File: config.mk
export PLATFORM = sky130hd
export DESIGN_NAME = ticket_change_dispenser
export DESIGN_NICKNAME = d
export VERILOG_FILES = /design/src/rtl/ticket_change_dispenser.sv
export SDC_FILE = /design/constraint.sdc
export NUM_CORES = 1
export LEC_CHECK = 0
export ABC_CLOCK_PERIOD_IN_PS = 3600
export BUFFER_PORTS_ARGS = -buffer_cell sky130_fd_sc_hd__buf_2
export CORE_ASPECT_RATIO = 0.8
export CORE_UTILIZATION = 55
export CTS_CLUSTER_DIAMETER = 200
export DETAILED_ROUTE_END_ITERATION = 8
export HOLD_SLACK_MARGIN = 0.03
export PLACE_DENSITY = 0.77
export SKIP_CTS_REPAIR_TIMING = 1
export SYNTH_ARGS = -nofsm -noshare
export SYNTH_HDL_FRONTEND = slang
export SYNTH_SLANG_ARGS = --single-unit
File: constraint.sdc
create_clock -name clk -period 3.6 [get_ports clk]
set_input_delay 1.08 -clock clk [delete_from_list [all_inputs] [get_ports clk]]
set_output_delay 1.08 -clock clk [all_outputs]
set_load 0.01 [all_outputs]
File: src/rtl/ticket_change_dispenser.sv
// ticket_change_dispenser: issues tickets one at a time, then pays change greedily in 50/10/5/1 coins.
module ticket_change_dispenser #(
  parameter int MW = 8,
  parameter int TW = 3
) (
  input  logic          clk,
  input  logic          reset,
  input  logic          start,
  input  logic [TW-1:0] tickets,
  input  logic [MW-1:0] change,
  output logic          ticket_valid,
  input  logic          ticket_ack,
  output logic          coin_valid,
  output logic [1:0]    coin_sel,
  input  logic          coin_ack,
  output logic          busy,
  output logic          done,
  output logic [3:0]    coins_out
);
  typedef enum logic [1:0] {IDLE, TICKET, COIN, DONE} state_t;
  state_t        state_q, state_d;
  logic [TW-1:0] tkt_q, tkt_d;
  logic [MW-1:0] chg_q, chg_d, den;
  logic [3:0]    cnt_q, cnt_d;
  logic [1:0]    sel;
  // Denomination is decoded from the registered remainder, so it cannot glitch during a stall.
  always_comb begin
    sel = chg_q >= MW'(50) ? 2'b11 : chg_q >= MW'(10) ? 2'b10 : chg_q >= MW'(5) ? 2'b01 : 2'b00;
    den = sel == 2'b11 ? MW'(50) : sel == 2'b10 ? MW'(10) : sel == 2'b01 ? MW'(5) : MW'(1);
  end
  always_comb begin
    state_d = state_q;
    tkt_d   = tkt_q;
    chg_d   = chg_q;
    cnt_d   = cnt_q;
    case (state_q)
      IDLE: if (start) begin
        tkt_d   = tickets;
        chg_d   = change;
        cnt_d   = 4'd0;
        state_d = tickets != '0 ? TICKET : change != '0 ? COIN : DONE;
      end
      TICKET: if (ticket_ack) begin
        tkt_d = tkt_q - TW'(1);
        if (tkt_q == TW'(1)) state_d = chg_q != '0 ? COIN : DONE;
      end
      COIN: if (coin_ack) begin
        chg_d = chg_q - den;
        cnt_d = cnt_q == 4'hf ? cnt_q : cnt_q + 4'd1;
        if (chg_q == den) state_d = DONE;
      end
      default: state_d = IDLE;
    endcase
  end
  always_ff @(posedge clk or negedge reset) begin
    if (!reset) begin
      state_q <= IDLE;
      tkt_q   <= '0;
      chg_q   <= '0;
      cnt_q   <= '0;
    end else begin
      state_q <= state_d;
      tkt_q   <= tkt_d;
      chg_q   <= chg_d;
      cnt_q   <= cnt_d;
    end
  end
  assign ticket_valid = state_q == TICKET;
  assign coin_valid   = state_q == COIN;
  assign coin_sel     = coin_valid ? sel : 2'b00;
  assign busy         = state_q != IDLE;
  assign done         = state_q == DONE;
  assign coins_out    = cnt_q;
endmodule

==> results of run 1 <==
==> cells in the mapped netlist, types with 2 or more instances <==
cell	n
nand3b_1	2
a21oi_1	13
nor4_1	2
dfrtp_1	17
buf_2	3
xnor2_1	2
mux2i_1	3
a2bb2oi_1	2
o21ai_0	20
ha_1	13
o22ai_1	2
a31oi_1	2
and3_1	2
nor2b_1	3
nand2b_1	3
nand2_1	19
clkbuf_1	3
nand3_1	4
or3_1	2
or4_1	3
inv_1	14
nor3_1	2
nor2_1	13
==> layout make-up <==
| cell class | count | area share |
|---|---|---|
| clock buffers | 4 | 0.0171 |
| repair buffers | 26 | 0.0865 |
| well taps | 25 | 0.0204 |
| flip-flops and latches | 17 | 0.277 |
| multi-input cells | 132 | 0.564 |
| inverters | 14 | 0.0343 |
==> layer usage <==
metal  track usage  vias up
met5             0        -
met4         0.124        0
met3        0.0787        6
met2         0.471       38
met1         0.336      607
li1              -      651
==> per-stage QoR <==
| stage | hold WS [ns] | instances | util |
|---|---|---|---|
| 2_1_floorplan | 0.485 | 169 | - |
| 3_3_place_gp | 0.509 | 214 | 0.669 |
| 3_5_place_dp | 0.533 | 214 | 0.669 |
| 4_1_cts | 0.546 | 218 | 0.681 |
| 5_1_grt | 0.591 | 218 | 0.681 |
| 6_report | 0.547 | 218 | 0.681 |
==> logic make-up after synthesis <==
kind of cell               Yosys count
and+or+nand+nor                     59
DFF                                 17
adders and majority gates           14
buffers and inverters               20
AOI/OAI and AO/OA                   50
xor gates and xnor gates             3
muxes                                6
==> cells in the final DEF (no fill, tap or decap), types with 3 or more instances in the layout <==
cell      Yosys  routed
or4_1         3       3
nand2_1      19      19
clkbuf_4      0       3
nand3_1       4       4
buf_2         3      25
o21ai_0      20      20
dfrtp_1      17      17
a21oi_1      13      13
nor2_1       13      13
inv_1        14      14
nand2b_1      3       3
ha_1         13      13
mux2i_1       3       3
nor2b_1       3       3
==> sequential cells by signal, indices dropped and copies added (netlist names) <==
name / count
state_q: 2
chg_q: 8
coins_out: 4
tkt_q: 3
==> worst paths after layout <==
path | slack, ns | cells after the start | from | endpoint
min in group asynchronous | 0.67 | 1 | reset | chg_q[6]
worst max-delay path | 0.51 | 4 | chg_q[1] | coin_sel[0]
worst max register to register | 0.74 | 8 | chg_q[1] | chg_q[7]
worst min register to register | 0.55 | 1 | tkt_q[0] | tkt_q[0]
max in group asynchronous | 2.63 | 1 | reset | coins_out[1]
worst min-delay path | 0.55 | 1 | tkt_q[0] | tkt_q[0]
==> power by group <==
group / internal [uW] / total [uW] / switching (uW) / leakage (uW)
logic: 419 / 999 / 580 / 0.000524
clock network: 43.3 / 109 / 65.3 / 0.0000150
registers: 280 / 383 / 103 / 0.000210
total: 742 / 1490 / 749 / 0.000749
==> worst reg2reg max path, cell delays in order (launching register included) <==
cell and delay [ns]:
dfrtp_1 0.44, or3_1 0.41, a311oi_1 0.55, ha_1 0.41, a21o_1 0.21, a211o_1 0.29, a41o_1 0.23, a21oi_2 0.13
a2bb2oi_1 0.15
==> qor.csv, run 1 <==
metric;value;unit
grt_overflow;0;
cts-root-buf;clkbuf_4;
power.density;972;mW/mm2
synthToLayoutAreaGrowth;12.0;%
power;1490;uW
dp_hpwl;2540;um
highest_layer;met4;
crit_type;reg2out;
std_cell_rows;15;
crit_chain;or3_1, a311oi_1, a21oi_1, buf_2;
multiInputGateArea;866;um2
synth_enable_flop_cells;0;
antenna_cells;0;
drive_gt1_frac;0.176;
finalNetCount;224;
maxCapViolations;0;
ys_types;43;
synthSimpleGateAreaFrac;0.211;
synth_top_family_by_area;compound AO/OA/AOI/OAI gates;
clkSinkCount;17;
cp_max_fo;6;
power.leakage;0.000749;uW
critPathRequiredTime;2.52;ns
numCtsBuffers;3;
path_clk_slew;0.11;ns
post_drt_wl_per_cell;15.2;um
yosysSeqAreaShare;0.311;
grt_first_pass_wirelength;5390;um
cts-htree-levels;1;
drt_iter0_drc;33;
synth-seq-cells;17;
crit_family;compound AO/OA/AOI/OAI gates;
ys.flop_type;dfrtp_1;
grt_pass1_vias;1208;
initial_core_util;0.608;
antenna_found_initial;0;
preCtsSetupSlack;0.755;ns
fin_crit;3.09;ns
wl_met3;174;um
cts_tree;built;
drt-total-wl;3320;um
fillCellCount;195;
portBuffers;25;
worstPathArrival;2.01;ns
core;0.00225;mm2
dr_wl_met2;1550;um
synth_top_area_frac;0.311;
cts_max_path_buffers;2;
path_buf_inv;1;
yosys-mux-area-fraction;0.0493;
io_pins;26;
die_w;57.8;um
avgViaCountPerCell;5.97;
hold_viol;0;
critPathSlowestCell;a311oi_1;
end_kind;output port;
placed_cell_area;0.00151;mm2
die_h;46.6;um
synth_compound_area_frac;0.219;
via_count;1302;
drv_slew;0;
timing.final.crit_share;0.859;
netlist_instances;169;
hold_path_class;reg2reg;
async_reset_ff_frac;1.00;
start_kind;flop;
first_pass_iters;6;
ys_top_cells_by_area;dfrtp_1 (31%), ha_1 (12%), o21ai_0 (7.3%), nand2_1 (5.2%), a21oi_1 (4.7%);
clk-insertion-delay-late;0.31;ns
fmax;0.324;GHz
grt_usage;0.278;
tns;0;ns
tightest_slew;0.578;ns
drc;2;
slew_headroom;0.612;
synth_xor_area_frac;0.0192;
synthesis.nets;199;
drtAntennaViolNets;0;
seq_area;425;um2
skew;0.0112;ns
rsz0062_at_grt;no;
synthAdderAreaFrac;0.133;
status;complete, but fails checks;
met1Wirelength;1530;um
yosysWarnings;0;
gp_routability_congestion;0.901;
avgSynthCellArea;8.11;um2
netlist_area;0.00137;mm2
die-area;0.00270;mm2
setup_violations;0;
yosysTopAreaCell;dfrtp_1;
fin_ws;0.509;ns
cpPeakStageDelay;0.55;ns
vdd_drop_max;473;uV
grt_max_degree;18;
final_area;0.00153;mm2
violations;design-rule violations;
Power figures use the tool's default switching activity.
==> run 2: changes to the inputs <==
REMOVE_ABC_BUFFERS = 1   (was default)
==> run 2 against run 1 <==
  * The flow still finishes with violations (design-rule violations)
  * Setup slack worse by 0.013 ns
  * Maximum frequency down 0.42%
  * First-iteration DRC count grew 130%
  * Critical endpoint unchanged
  * Count of clock-buffer cells in the layout shrank 1
  * Core utilization up 0.056 points
  * Flip-flop and latch count did not move
  * Cell count stayed put
  * Global-route usage is 1.0 points lower
  * Power is 0.69% higher
==> qor.csv, run 2 (synthesis results as in run 1) <==
metric;value;unit;change
timing.final.crit_share;0.862;;+0.00363
gp_routability_congestion;0.873;;-3.1%
largest_reg_flops;8;;unchanged
via_count;1318;;+1.2%
vdd_drop_max;551;uV;+16%
drv_slew;0;;unchanged
skew;0.0117;ns;+0.000494 ns
mostFrequentLayoutCells;buf_2 (25), o21ai_0 (20), nand2_1 (19), dfrtp_1 (17), inv_1 (14);;
avgViaCountPerCell;6.05;;+1.2%
startpoint;chg_q[1];;
clk-insertion-delay-late;0.32;ns;about the same
slew_headroom;0.588;;-0.0244
numCtsBuffers;3;;unchanged
end_kind;output port;;
core;0.00225;mm2;unchanged
cts_tree;built;;
power.leakage;0.000752;uW;+0.36%
cpPeakStageDelay;0.57;ns;+0.02 ns
cts_max_path_buffers;2;;unchanged
crit_type;reg2out;;
io_pins;26;;unchanged
status;complete, but fails checks;;
cts-root-buf;clkbuf_4;;
grt_usage;0.268;;-0.0101
power.density;978;mW/mm2;+0.61%
grt_pass1_vias;1169;;-3.2%
die-area;0.00270;mm2;unchanged
post_drt_wl_per_cell;15.5;um;+1.8%
grt_first_pass_wirelength;5360;um;-0.50%
die_h;46.6;um;unchanged
power;1500;uW;+0.69%
regToRegStartpoint;chg_q[1];;
path_clk_slew;0.12;ns;about the same
critPathSlowestCell;a311oi_1;;
final_common_cell;buf_2;;
die_w;57.8;um;unchanged
drc;2;;unchanged
worstPathArrival;2.02;ns;about the same
antenna_cells;0;;unchanged
synthToLayoutAreaGrowth;12.1;%;about the same
hold_viol;0;;unchanged
holdWs;0.535;ns;-0.0120 ns
grt_overflow;0;;unchanged
rsz0062_at_grt;no;;
crit_family;compound AO/OA/AOI/OAI gates;;
path_buf_inv;1;;unchanged
top_register;chg_q;;
drive_gt1_frac;0.181;;+0.00518
std_cell_rows;15;;unchanged
cp_max_fo;6;;unchanged
portBuffers;25;;unchanged
fin_crit;3.10;ns;+0.0131 ns
setup_violations;0;;unchanged
clkSinkCount;17;;unchanged
drt-total-wl;3380;um;+1.8%
initial_core_util;0.608;;unchanged
hp-start;tkt_q[0];;
tns;0;ns;unchanged
first_pass_iters;6;;unchanged
crit_chain;or3_1, a311oi_1, a21oi_1, buf_2;;
drt_iter0_drc;76;;+130%
antenna_found_initial;0;;unchanged
dp_hpwl;2470;um;-2.7%
fmax;0.322;GHz;-0.42%
finalNetCount;224;;unchanged
start_kind;flop;;
maxCapViolations;0;;unchanged
tightest_slew;0.614;ns;+0.0363 ns
violations;design-rule violations;;
cts-htree-levels;1;;unchanged
grt_max_degree;18;;unchanged
hold_path_class;reg2reg;;
critPathRequiredTime;2.52;ns;about the same
drtAntennaViolNets;0;;unchanged
run 2: changes by cell type in the layout (fill, tap and decap cells not counted):
cell	change
clkbuf_1	-1
clkinv_2	+1
run 2: power by group:
part	leakage [uW]	internal [uW]	switching, uW
registers	0.000210	279	111
clock network	0.0000177	41.6	73.5
logic	0.000524	420	576
run 2: worst register-to-register path: stages, from the launching register on:
cell and delay, ns:
dfrtp_1 0.45, or3_1 0.41, a311oi_1 0.57, ha_1 0.43
a21o_1 0.21, a211o_1 0.29, a41o_1 0.24, o22ai_1 0.16
a2bb2oi_1 0.09
run 2: final cells by class:
class	instances	area, um2
inverters	14	52.6
repair buffers	26	133
clock buffers	3	22.5
well taps	25	31.3
fillers	197	717
multi-input cells	132	866
flip-flops and latches	17	425
clock inverters	1	5.00
run 2: layer usage:
metal  track usage  wire length [um]  part of all wire  vias up
met5             0                 0                 0        -
met4        0.0714                52             0.015        0
met3        0.0618               261             0.077        8
met2         0.418              1480              0.44       53
met1         0.376              1580              0.47      607
li1              -                 -                 -      650
run 2: path summary, 6_finish.rpt:
path	endpoint	slack, ns	cells after the start
min reg2reg	tkt_q[0]	0.54	1
max reg2reg	chg_q[7]	0.64	8
min	tkt_q[0]	0.54	1
max	coin_sel[0]	0.50	4
max in group asynchronous	chg_q[0]	2.64	1
min in group asynchronous	chg_q[5]	0.66	1
run 2: per-stage QoR:
stage,std cells,utilization,setup WS (ns),cell area [um2]
3_3_place_gp,214,0.669,0.884,1510
6_report,218,0.682,0.496,1540
4_1_cts,218,0.682,0.508,1540
3_5_place_dp,214,0.669,0.670,1510
5_1_grt,218,0.682,0.323,1540
2_1_floorplan,163,-,0.992,1340
==> run 3: changes to the inputs <==
--- a/config.mk
+++ b/config.mk
@@ -7,2 +7,3 @@
 export LEC_CHECK = 0
+export ABC_AREA = 1
 export ABC_CLOCK_PERIOD_IN_PS = 3600
--- a/constraint.sdc
+++ b/constraint.sdc
@@ -3,2 +3,2 @@
 set_output_delay 1.08 -clock clk [all_outputs]
-set_load 0.01 [all_outputs]
+set_load 0.005 [all_outputs]
==> run 3 against run 2 <==
  * The flow now finishes without violations
  * Design area increased by 5.1%
  * Setup slack improved by 0.33 ns
  * Clock skew down 0.0077 ns
  * Via count up 5.2%
  * Core utilization decreased by 2.1 points
  * Area after synthesis increased by 4.0%
  * Critical endpoint unchanged
  * Highest routed layer is now met3
==> qor.csv, run 3 <==
metric;value;unit;change
grt_max_degree;18;;unchanged
yosysTopAreaCell;dfrtp_1;;
yosys-top-cells-count;nand2_1 (58), inv_1 (27), nor2_1 (19);;
setup_violations;0;;unchanged
fin_crit;2.77;ns;-0.331 ns
cp_max_fo;12;;+6
antenna_found_initial;0;;unchanged
cpPeakStageDelay;0.49;ns;-0.08 ns
synth_enable_flop_cells;0;;unchanged
gp_routability_congestion;0.866;;-0.78%
end_kind;output port;;
tightest_slew;0.525;ns;-0.0892 ns
cts-root-buf;clkbuf_4;;
drive_gt1_frac;0.172;;-0.00967
start_kind;flop;;
dp_hpwl;2560;um;+3.6%
synth-seq-cells;17;;unchanged
crit_chain;inv_1, ha_1, inv_6, a21oi_1, buf_2;;
worstPathArrival;1.69;ns;-0.33 ns
hold_path_class;reg2reg;;
slew_headroom;0.650;;+0.0623
avgSynthCellArea;6.95;um2;-14%
first_pass_iters;4;;-2
drt-total-wl;3260;um;-3.4%
power.density;1000;mW/mm2;+2.2%
power.leakage;0.000876;uW;+17%
fmax;0.361;GHz;+12%
portBuffers;25;;unchanged
yosysSeqAreaShare;0.299;;-0.0120
power;1610;uW;+7.5%
top_register;chg_q;;
ys.flop_type;dfrtp_1;;
io_pins;26;;unchanged
netlist_area;0.00143;mm2;+4.0%
std_cell_rows;16;;+1
fillCellCount;237;;+20%
largest_reg_flops;8;;unchanged
timing.final.crit_share;0.770;;-0.0919
ys_types;27;;-37%
grt_overflow;0;;unchanged
die_w;58.9;um;+1.9%
ys_top_cells_by_area;dfrtp_1 (30%), nand2_1 (15%), ha_1 (11%), inv_1 (7.1%), o21ai_0 (5.6%);;
die_h;47.5;um;+1.9%
drt_iter0_drc;121;;+59%
yosysWarnings;0;;unchanged
async_reset_ff_frac;1.00;;unchanged
netlist_instances;205;;+21%
vdd_drop_max;478;uV;-13%
mostFrequentLayoutCells;nand2_1 (58), inv_1 (27), buf_2 (25), nor2_1 (19), dfrtp_1 (17);;
antenna_cells;0;;unchanged
hold_viol;0;;unchanged
skew;0.00392;ns;-0.00774 ns
cts_tree;built;;
tns;0;ns;unchanged
rsz0062_at_grt;no;;
synth.most_common_cell;nand2_1;;
critPathSlowestCell;ha_1;;
avgViaCountPerCell;5.16;;-15%
clkSinkCount;17;;unchanged
grt_first_pass_wirelength;5270;um;-1.7%
cts-htree-levels;1;;unchanged
initial_core_util;0.584;;-0.0248
post_drt_wl_per_cell;12.1;um;-22%
finalNetCount;264;;+18%
drtAntennaViolNets;0;;unchanged
grt_pass1_vias;1226;;+4.9%
status;completed;;
critPathRequiredTime;2.52;ns;about the same
maxCapViolations;0;;unchanged
synth_top_area_frac;0.299;;-0.0120
drv_slew;0;;unchanged
grt_usage;0.252;;-0.0166
path_buf_inv;3;;+2
numCtsBuffers;3;;unchanged
core;0.00244;mm2;+8.4%
synthToLayoutAreaGrowth;13.3;%;
crit_family;adder cells;;
clk-insertion-delay-late;0.29;ns;-0.03 ns
final_common_cell;nand2_1;;
multiInputGateArea;862;um2;-0.43%
die-area;0.00280;mm2;+3.9%
cts_max_path_buffers;2;;unchanged
crit_type;reg2out;;
drc;0;;-2
seq_area;425;um2;unchanged
path_clk_slew;0.10;ns;-0.02 ns
via_count;1387;;+5.2%
-- run 3: metrics by stage --
stage                     instances  hold slack [ns]   util  cell area, um2  worst slack, ns
final                           269            0.552  0.661            1610            0.827
after global routing            269            0.588  0.661            1610            0.710
after CTS                       269            0.555  0.661            1610            0.842
after detailed placement        265            0.532  0.650            1590             1.18
after global placement          265            0.516  0.650            1590             1.25
after floorplan                 203            0.493      -            1410             1.25
-- run 3: area by class of cell --
| class | count | share of cell area |
|---|---|---|
| timing repair buffer | 26 | 0.0822 |
| sequential | 17 | 0.264 |
| multi-input combinational | 156 | 0.534 |
| tap | 36 | 0.0279 |
| inverter | 30 | 0.0760 |
| clock buffer | 4 | 0.0163 |
-- run 3: worst reg2reg max path, delay by kind of cell, from the launching register on --
family / cells / cell delay [ns]
adder cells (fa/ha/maj): 1 / 0.34
flip-flops: 1 / 0.42
AO/OA/AOI/OAI: 1 / 0.12
AND/OR/NAND/NOR: 10 / 1.33
-- run 3: worst paths after layout --
path | startpoint | endpoint | slack (ns) | cells after the start
setup / recovery | state_q[0] | coin_sel[0] | 0.83 | 5
hold / removal | state_q[1] | state_q[1] | 0.55 | 2
setup reg to reg | chg_q[7] | chg_q[5] | 1.29 | 12
hold reg to reg | state_q[1] | state_q[1] | 0.55 | 2
max in group asynchronous | reset | coins_out[1] | 2.62 | 1
min in group asynchronous | reset | chg_q[1] | 0.69 | 1
-- run 3: metal layers --
metal | track usage | up-vias | share of wire
met3 | 0.0514 | 0 | 0.052
met1 | 0.337 | 621 | 0.49
met2 | 0.439 | 46 | 0.46
li1 | - | 720 | -
met4 | 0.0333 | 0 | 0
met5 | 0 | - | 0
-- run 3: power breakdown --
| part | leakage, uW | switching, uW | total (uW) | internal [uW] |
|---|---|---|---|---|
| clock | 0.0000150 | 59.6 | 103 | 43.1 |
| sequential | 0.000213 | 86.3 | 364 | 278 |
| combinational | 0.000649 | 709 | 1150 | 437 |
-- run 3: logic make-up after synthesis --
logic type | synth area share
AOI/OAI and AO/OA | 0.150
xor gates and xnor gates | 0.0246
adders and majority gates | 0.128
buffers and inverters | 0.0966
DFF | 0.299
and+or+nand+nor | 0.302
